===== config.mk =====
export PLATFORM = sky130hd
export DESIGN_NAME = instr_fetch
export DESIGN_NICKNAME = d
export VERILOG_FILES = /design/src/rtl/instr_fetch.sv
export SDC_FILE = /design/constraint.sdc
export NUM_CORES = 2
export LEC_CHECK = 0
export ABC_AREA = 1
export CAP_MARGIN = 5
export CORE_ASPECT_RATIO = 0.9
export CORE_UTILIZATION = 35
export CTS_BUF_LIST = sky130_fd_sc_hd__clkbuf_4 sky130_fd_sc_hd__clkbuf_8
export CTS_CLUSTER_SIZE = 40
export DETAILED_ROUTE_END_ITERATION = 8
export HOLD_SLACK_MARGIN = 0.08
export SLEW_MARGIN = 20
export SYNTH_ARGS = -nofsm -noshare
export SYNTH_HDL_FRONTEND = slang
export SYNTH_SLANG_ARGS = --single-unit

===== constraint.sdc =====
create_clock -name clk -period 3.2 [get_ports clk]
set_input_delay 0.64 -clock clk [delete_from_list [all_inputs] [get_ports clk]]
set_output_delay 0.64 -clock clk [all_outputs]
set_load 0.05 [all_outputs]

===== src/rtl/instr_fetch.sv =====
// -----------------------------------------------------------------------------
// instr_fetch
//   Instruction fetch stage that feeds the control unit. It holds the program
//   counter and an instruction memory. The memory is loaded while the stage is
//   in LOAD. After i_start, the stage presents one instruction at a time. It
//   moves on to PC+1, or to PC+offset for a taken branch, on each rising edge
//   of the i_PC strobe from control.
//
// Ports
//   clk            in   1        system clock, rising edge
//   reset          in   1        asynchronous, active-low reset
//   i_load_en      in   1        write i_load_data to memory (LOAD state only)
//   i_load_addr    in   ADDR_W   program load address
//   i_load_data    in   INSTR_W  program load word
//   i_start        in   1        leave LOAD and begin fetching at PC=0
//   i_PC           in   1        advance strobe; only its rising edge acts
//   i_PCop         in   1        1: PC + sext(i_branch), 0: PC + 1
//   i_branch       in   OFF_W    two's-complement branch offset
//   o_instruction  out  INSTR_W  current instruction
//   o_pc           out  ADDR_W   address of o_instruction
//   o_valid        out  1        o_instruction is stable and matches o_pc
//   o_running      out  1        fetch active (not in LOAD)
// -----------------------------------------------------------------------------
module instr_fetch #(
  parameter int ADDR_W  = 8,
  parameter int INSTR_W = 13,
  parameter int OFF_W   = 5
) (
  input  logic               clk,
  input  logic               reset,
  input  logic               i_load_en,
  input  logic [ADDR_W-1:0]  i_load_addr,
  input  logic [INSTR_W-1:0] i_load_data,
  input  logic               i_start,
  input  logic               i_PC,
  input  logic               i_PCop,
  input  logic [OFF_W-1:0]   i_branch,
  output logic [INSTR_W-1:0] o_instruction,
  output logic [ADDR_W-1:0]  o_pc,
  output logic               o_valid,
  output logic               o_running
);

  localparam int DEPTH = 2 ** ADDR_W;

  typedef enum logic [1:0] {
    LOAD  = 2'd0,
    ISSUE = 2'd1,
    HOLD  = 2'd2
  } state_t;

  state_t state, state_d;

  logic [INSTR_W-1:0] mem [DEPTH];

  logic               strobe_q;
  logic               adv;
  logic               pending, pending_d;
  logic               pend_op, pend_op_d;
  logic [OFF_W-1:0]   pend_branch, pend_branch_d;

  logic [ADDR_W-1:0]  pc_d;
  logic [INSTR_W-1:0] instr_d;
  logic               valid_d;
  logic               running_d;

  logic               sel_op;
  logic [OFF_W-1:0]   sel_branch;
  logic [ADDR_W-1:0]  offset_ext;
  logic [ADDR_W-1:0]  next_pc;

  // The program memory has no reset. Its contents survive a reset, and it can
  // only be written while the stage is in LOAD.
  always_ff @(posedge clk) begin
    if (state == LOAD && i_load_en) begin
      mem[i_load_addr] <= i_load_data;
    end
  end

  // A strobe that arrives during ISSUE is stored in pending. The PC step then
  // comes from the op and offset captured with it, not from the live inputs.
  // The adder is only ADDR_W bits wide, so the PC wraps around in both
  // directions.
  always_comb begin
    adv        = i_PC & ~strobe_q;
    sel_op     = pending ? pend_op : i_PCop;
    sel_branch = pending ? pend_branch : i_branch;
    offset_ext = {{(ADDR_W - OFF_W){sel_branch[OFF_W-1]}}, sel_branch};
    next_pc    = sel_op ? (o_pc + offset_ext) : (o_pc + ADDR_W'(1));
  end

  always_comb begin
    state_d       = state;
    pc_d          = o_pc;
    instr_d       = o_instruction;
    valid_d       = o_valid;
    running_d     = o_running;
    pending_d     = pending;
    pend_op_d     = pend_op;
    pend_branch_d = pend_branch;

    case (state)
      LOAD: begin
        if (i_start) begin
          state_d   = ISSUE;
          running_d = 1'b1;
        end
      end

      ISSUE: begin
        instr_d = mem[o_pc];
        valid_d = 1'b1;
        state_d = HOLD;
        if (adv) begin
          pending_d     = 1'b1;
          pend_op_d     = i_PCop;
          pend_branch_d = i_branch;
        end
      end

      HOLD: begin
        if (adv || pending) begin
          pc_d      = next_pc;
          valid_d   = 1'b0;
          pending_d = 1'b0;
          state_d   = ISSUE;
        end
      end

      default: begin
        state_d = LOAD;
      end
    endcase
  end

  // The edge-detect register samples i_PC in every state. Because of this, a
  // level that rises while the stage is loading does not count as an advance
  // later on.
  always_ff @(posedge clk or negedge reset) begin
    if (!reset) begin
      state         <= LOAD;
      o_pc          <= '0;
      o_instruction <= '0;
      o_valid       <= 1'b0;
      o_running     <= 1'b0;
      strobe_q      <= 1'b0;
      pending       <= 1'b0;
      pend_op       <= 1'b0;
      pend_branch   <= '0;
    end else begin
      state         <= state_d;
      o_pc          <= pc_d;
      o_instruction <= instr_d;
      o_valid       <= valid_d;
      o_running     <= running_d;
      strobe_q      <= i_PC;
      pending       <= pending_d;
      pend_op       <= pend_op_d;
      pend_branch   <= pend_branch_d;
    end
  end

endmodule

# Yosys cells after proc, flatten, opt, wreduce, memory -nomap -nowiden
# Memory sizes are Yosys's and may differ from the RTL's. A register that Yosys moved wholly into a read port is not among the register bits.
# Index checks and enable logic that the tools add are counted.
[word_totals] ff_bits=20 mem_bits_rw=3328 input_bits=32 out_inout_bits=23 word_cells=41 n_memories=1
[op_classes] add_sub_neg=2 n_eq_ne=5 muxes=12 bitwise=2 n_reduce_logical=11
[memory_table] memory="mem" depth=256 width=13 rd=1 rd_ports_with_merged_regs=1 wr=1 line_no="54" rtl="logic [INSTR_W-1:0] mem [DEPTH];"
[op_table] operator="$reduce_and 2->1" count=5
[op_table] operator="$add 8x1->8 const B" count=1
[op_table] operator="$add 8x8->8" count=1
[op_table] operator="$mux 8" count=1
[op_table] operator="$ne 2x2->1 const B" count=3
[op_table] operator="$pmux 2 s3" count=1
[op_table] operator="$mux 1" count=5
[op_table] operator="$mux 5" count=1
[op_table] operator="$mux 2" count=2
[op_table] operator="$pmux 1 s2" count=2
[op_table] operator="$reduce_and 3->1" count=1
[op_table] operator="$eq 2x1->1 const B" count=1
[op_table] operator="$eq 2x2->1 const B" count=1
[op_table] operator="$logic_not 2->1" count=1
[op_table] operator="$reduce_bool 2->1" count=1
[op_table] operator="$and 1x1->1" count=1
[op_table] operator="$logic_and 1x1->1" count=1
[op_table] operator="$logic_not 1->1" count=1
[op_table] operator="$logic_or 1x1->1" count=1
[op_table] operator="$not 1->1" count=1

# Depth between registers and ports, before layout
[depth] word_depth=5 depth_mapped=15 depth_no_buf=13

# Least setup slack after synthesis
# OpenSTA, ideal clock, no wires.
[synth_path] path_type="flip-flop to flip-flop" from="reg o_pc[1]" to="reg o_pc[6]" setup_ns=0.083 t_arrival_ns=2.496 required_ns=3.117 setup_slack_ns=0.621 path_stages_with_launch=13 path_buffers=4 synth_period_minus_slack_ns=2.579 cell_sequence="dfrtp_1 > buf_2 > inv_2 > buf_4 > buf_4 > buf_2 > fa_1 > o21ai_0 > nand2_1 > nand2_1 > a21oi_1 > xor2_1 > o21ai_0"
[synth_via] elab_chain_cells=2 elab_cells_between_ends=3 cone_classes="add/sub: 2; mux: 1"
[synth_rtl] item="start, declared" line_no="39" rtl="output logic [ADDR_W-1:0] o_pc,"
[synth_rtl] item="start signal, assigned" line_no="152" rtl="o_pc <= pc_d;"
[synth_rtl] item="$add 8x1->8 or $add 8x8->8 (tied branches)" line_no="89" rtl="next_pc = sel_op ? (o_pc + offset_ext) : (o_pc + ADDR_W'(1));"
[synth_rtl] item="$mux 8 *" line_no="89"
# Mark *: on every way between the ends. The rest lies on a longest branch, timed or not.
# A chain may end at the register's enable or synchronous reset.

==> results.txt <==
----------------------------------------------------
[Outcome]
  Status ... complete, but fails checks
  Violations in the final reports ... setup timing

[GRT]
  Busiest metal layer after global routing ... met2
  Met2 track demand over resource ... 29.9%
  Wire length of the first global-routing pass ... roughly 580 mm
  Overall routing resource usage ... between 10% and 20%
  Global routing met1 resource utilization ... 28.5%
  Pin count of the biggest net entering global routing ... roughly 110
  Routing usage on met3 ... under 10%
  Initial antenna violation count ... 18
  Number of global-route vias before repair ... approximately 86000
  Total congestion overflow after global routing ... 0

[CTS]
  Clock insertion delay at the later pin of the skew report ... between 1000 and 1500 ps
  CTS clk-pin slew, worst paths ... 60 ps
  CTS tree ... built
  Library cell used as clock root buffer ... clkbuf_8
  CTS max path bufs ... 4
  # H-tree levels ... 6
  Number of buffers inserted during clock tree synthesis ... roughly 550
  Clock Sink Count ... around 3400

[Die]
  Starting density of the core ... between 30% and 40%
  Number of top-level pins ... 55
  X dimension of the die ... between 600 and 700 microns
  Placeable core region ... just under 400000 sq um
  Number of rows created at floorplan ... between 200 and 250
  Height of the die ... between 500 and 600 microns
  Die Footprint ... just under 400000 sq um

[STA]
  Worst clock skew ... approximately 49 ps
  Fin crit period ... roughly 3300 ps
  Least-Margin Pin Slew ... between 900 and 1000 ps
  Endpoints failing setup ... 2
  Setup slack after layout ... -79.4 ps
  Final count of hold timing violations ... 0
  Maximum achievable frequency ... approximately 300 MHz
  Max Transition Viols Final ... 0
  Tightest slew margin relative to the limit ... 37.8%
  Portion of the clock cycle consumed by the worst path in the final layout ... 102%
  RSZ-0062 raised after global routing ... false

[Synth]
  Synth Net Count ... ~11000
  Number of unique standard cell types used by synthesis ... 26
  Total of warnings raised by yosys ... 0
  Synthesized area per cell ... approximately 12 sq um
  Total standard cell area after synthesis ... ~140000 sq um
  Fraction of synthesized cell area taken by the top area cell type ... 73.5%
  Cell type with the highest aggregate area in the netlist ... edfxtp_1
  Synthesis-stage register bit count ... roughly 3400
  Number of instances in the synthesized netlist ... 11286
  Sequential fraction of the synthesis area ... around three quarters
  Synth area leaders ... edfxtp_1, nand3_1, nand2_1, buf_2, nor2_1

[Final layout]
  Final-layout fill cell count ... roughly 36000
  P&R area growth vs syn ... 16.1%
  Top library cells by usage in the layout, fill and taps aside ... nand2_1, edfxtp_1, nand3_1
  Most common cell after layout, fill and taps aside ... nand2_1
  Fin nets ... 11868
  Final core occ ... approximately two fifths
  Proportion of layout cells with a drive suffix above 1 ... between 10% and 20%

[Detailed routing]
  Residual DRC ... 0
  DR vias/cell ... between 5 and 6
  Post-DRT Antenna Nets ... 0
  Detailed-route via count ... between 90000 and 100k
  Iteration count of the initial detailed-routing pass ... 7
  Number of design-rule violations left by the first detailed-router iteration ... 12105
  Wire length after detailed routing ... roughly 400 mm
  Average wire length per cell after detail routing ... about 23 microns

[Setup path]
  Reg2reg end ... o_instruction[0]
  Path depth of the worst reg2reg path ... 11
  Maximum fanout count along the critical path ... 43
  Critical Setup Path Class ... flip-flop to flip-flop
  Setup crit start ... o_pc[1]
  Crit Reg-Reg Startpoint ... o_pc[1]
  Critical Path RT ... approximately 4200 ps
  Kind of capture point of the worst setup path ... flip-flop
  Critical path startpoint category ... flip-flop
  Slack of the worst reg-to-reg path ... -80 ps
  Worst path arrival time ... around 4300 ps
  Capturing instance or port of the critical path ... o_instruction[0]

[Pwr]
  Final Total Pwr ... ~130 mW
  Leakage power total ... around 55 nW
  Switching power summed over all nets ... approximately 50 mW
  Combinational cell fraction of total power ... between 30% and 40%
  Relative contribution of the clock network to total power ... between 20% and 30%
  Worst IR Drop VDD ... slightly below 0.0008 V
  Power Density ... 821 nW/um^2
  Internal portion of total power ... 80.0 mW
  Net switching fraction of the power ... a little under two fifths
  Sequential cell fraction of total power ... 37.9%

[Hold path]
  Hold path startpoint ... i_load_data[3]
  Path category of the worst min-delay check ... input pin to flip-flop
  Hold-critical path depth ... 2

[Flow run]
  Count of maximum capacitance violations ... 0

[Placed design]
  Half-perimeter wire length after detailed placement ... approximately 230 mm
  IO buf count ... 54
  Pre-CTS WS ... between 100 and 150 ps
  RePlAce Congestion ... approximately 0.86

----------------------------------------------------
==> stage by stage <==
step | area (sq um) | TNS [ps] | std cells | hold WS, ps
floorplan | 136000 | 0 | 11286 | 344
global placement | 147000 | 0 | 16373 | 441
detailed placement | 147000 | 0 | 16373 | 454
CTS | 158000 | 0 | 17319 | 136
global route | 158000 | 0 | 17328 | 377
finish | 158000 | -115 | 17334 | 387
==> critical path, stage by stage (launching register included) <==
cell and delay [ps]:
dfrtp_4 570, inv_8 370, buf_12 290, nand3_1 130
nand3_1 100, nand3_1 190, nand3_1 200, nand3_1 270
nand3_1 310, nand3_1 350, nand3_1 170, nand2_1 60
==> area by class of cell <==
type                    instances  area, sq um  share of cell area, %
flip-flops and latches       3361       101000                   63.8
multi-input cells            7087        31000                   19.6
clock inverters               192         1250                  0.792
inverters                      65          295                  0.187
diodes                         13         32.5                 0.0206
well taps                    5123         6410                   4.06
repair buffers                765         9170                   5.81
clock buffers                 728         8940                   5.66
==> synth_stat cells <==
cell type and number:
buf_2 428, a21oi_1 8, inv_2 2, fa_1 1, dfrtp_1 33, o22ai_1 3, buf_1 87, nand3_1 3321
o211ai_1 1, nor2_1 289, xnor2_1 1, clkinv_1 2, buf_6 24, a22oi_1 1, edfxtp_1 3328, and2_1 1
clkbuf_1 122, nand2_1 3424, a21o_1 1, o21ai_0 24, buf_8 1, xor2_1 2, ha_1 10, inv_6 1
buf_4 111, inv_1 60
==> metal layers <==
layer  part of all wire, %  up-vias
met4                   3.3        2
li1                      -    41363
met2                    44     4125
met1                    43    44659
met5                0.0033        -
met3                   9.4      656
==> worst min path at each step <==
stage / endpoint / slack, ps
after global placement: o_running / 440
after floorplan: o_instruction[0] / 340
after CTS: pend_branch[4] / 140
after global routing: mem[36][3] / 380
final: mem[36][3] / 390
after detailed placement: o_running / 450
==> what timing repair did <==
action                                  4_1_cts  5_1_grt
endpoints found under the setup margin       21        0
endpoints found under the hold margin      1065       12
resized for setup                            42        0
buffers inserted                              2        0
hold buffers                                 22        1
==> flip-flops by register name, summed over array words and instances, names as in the netlist <==
signal,cells
o_pc,8
pend_branch,5
strobe_q,1
mem,3328
o_instruction,13
o_valid,1
pending,1
o_running,1
pend_op,1
state,2
==> power by group through the flow <==
stage	Combinational [mW]	Sequential (mW)	Clock, mW
2_1_floorplan	26.6	50.1	0
3_3_place_gp	43.6	50.1	0
3_5_place_dp	43.8	50.1	0
4_1_cts	44.2	49.1	36.4
5_1_grt	48.1	49.1	38.3
6_report	44.5	49.1	35.9
==> cell families after synthesis <==
| family | count (synthesis) | synth area share, % |
|---|---|---|
| and+or+nand+nor | 7035 | 22.5 |
| DFF | 3361 | 74.1 |
| buffers and inverters | 838 | 3.16 |
| AOI/OAI and AO/OA | 38 | 0.148 |
| adders and majority gates | 11 | 0.107 |
| xor gates and xnor gates | 3 | 0.0193 |
No activity file was read; power rests on OpenSTA's default activity.
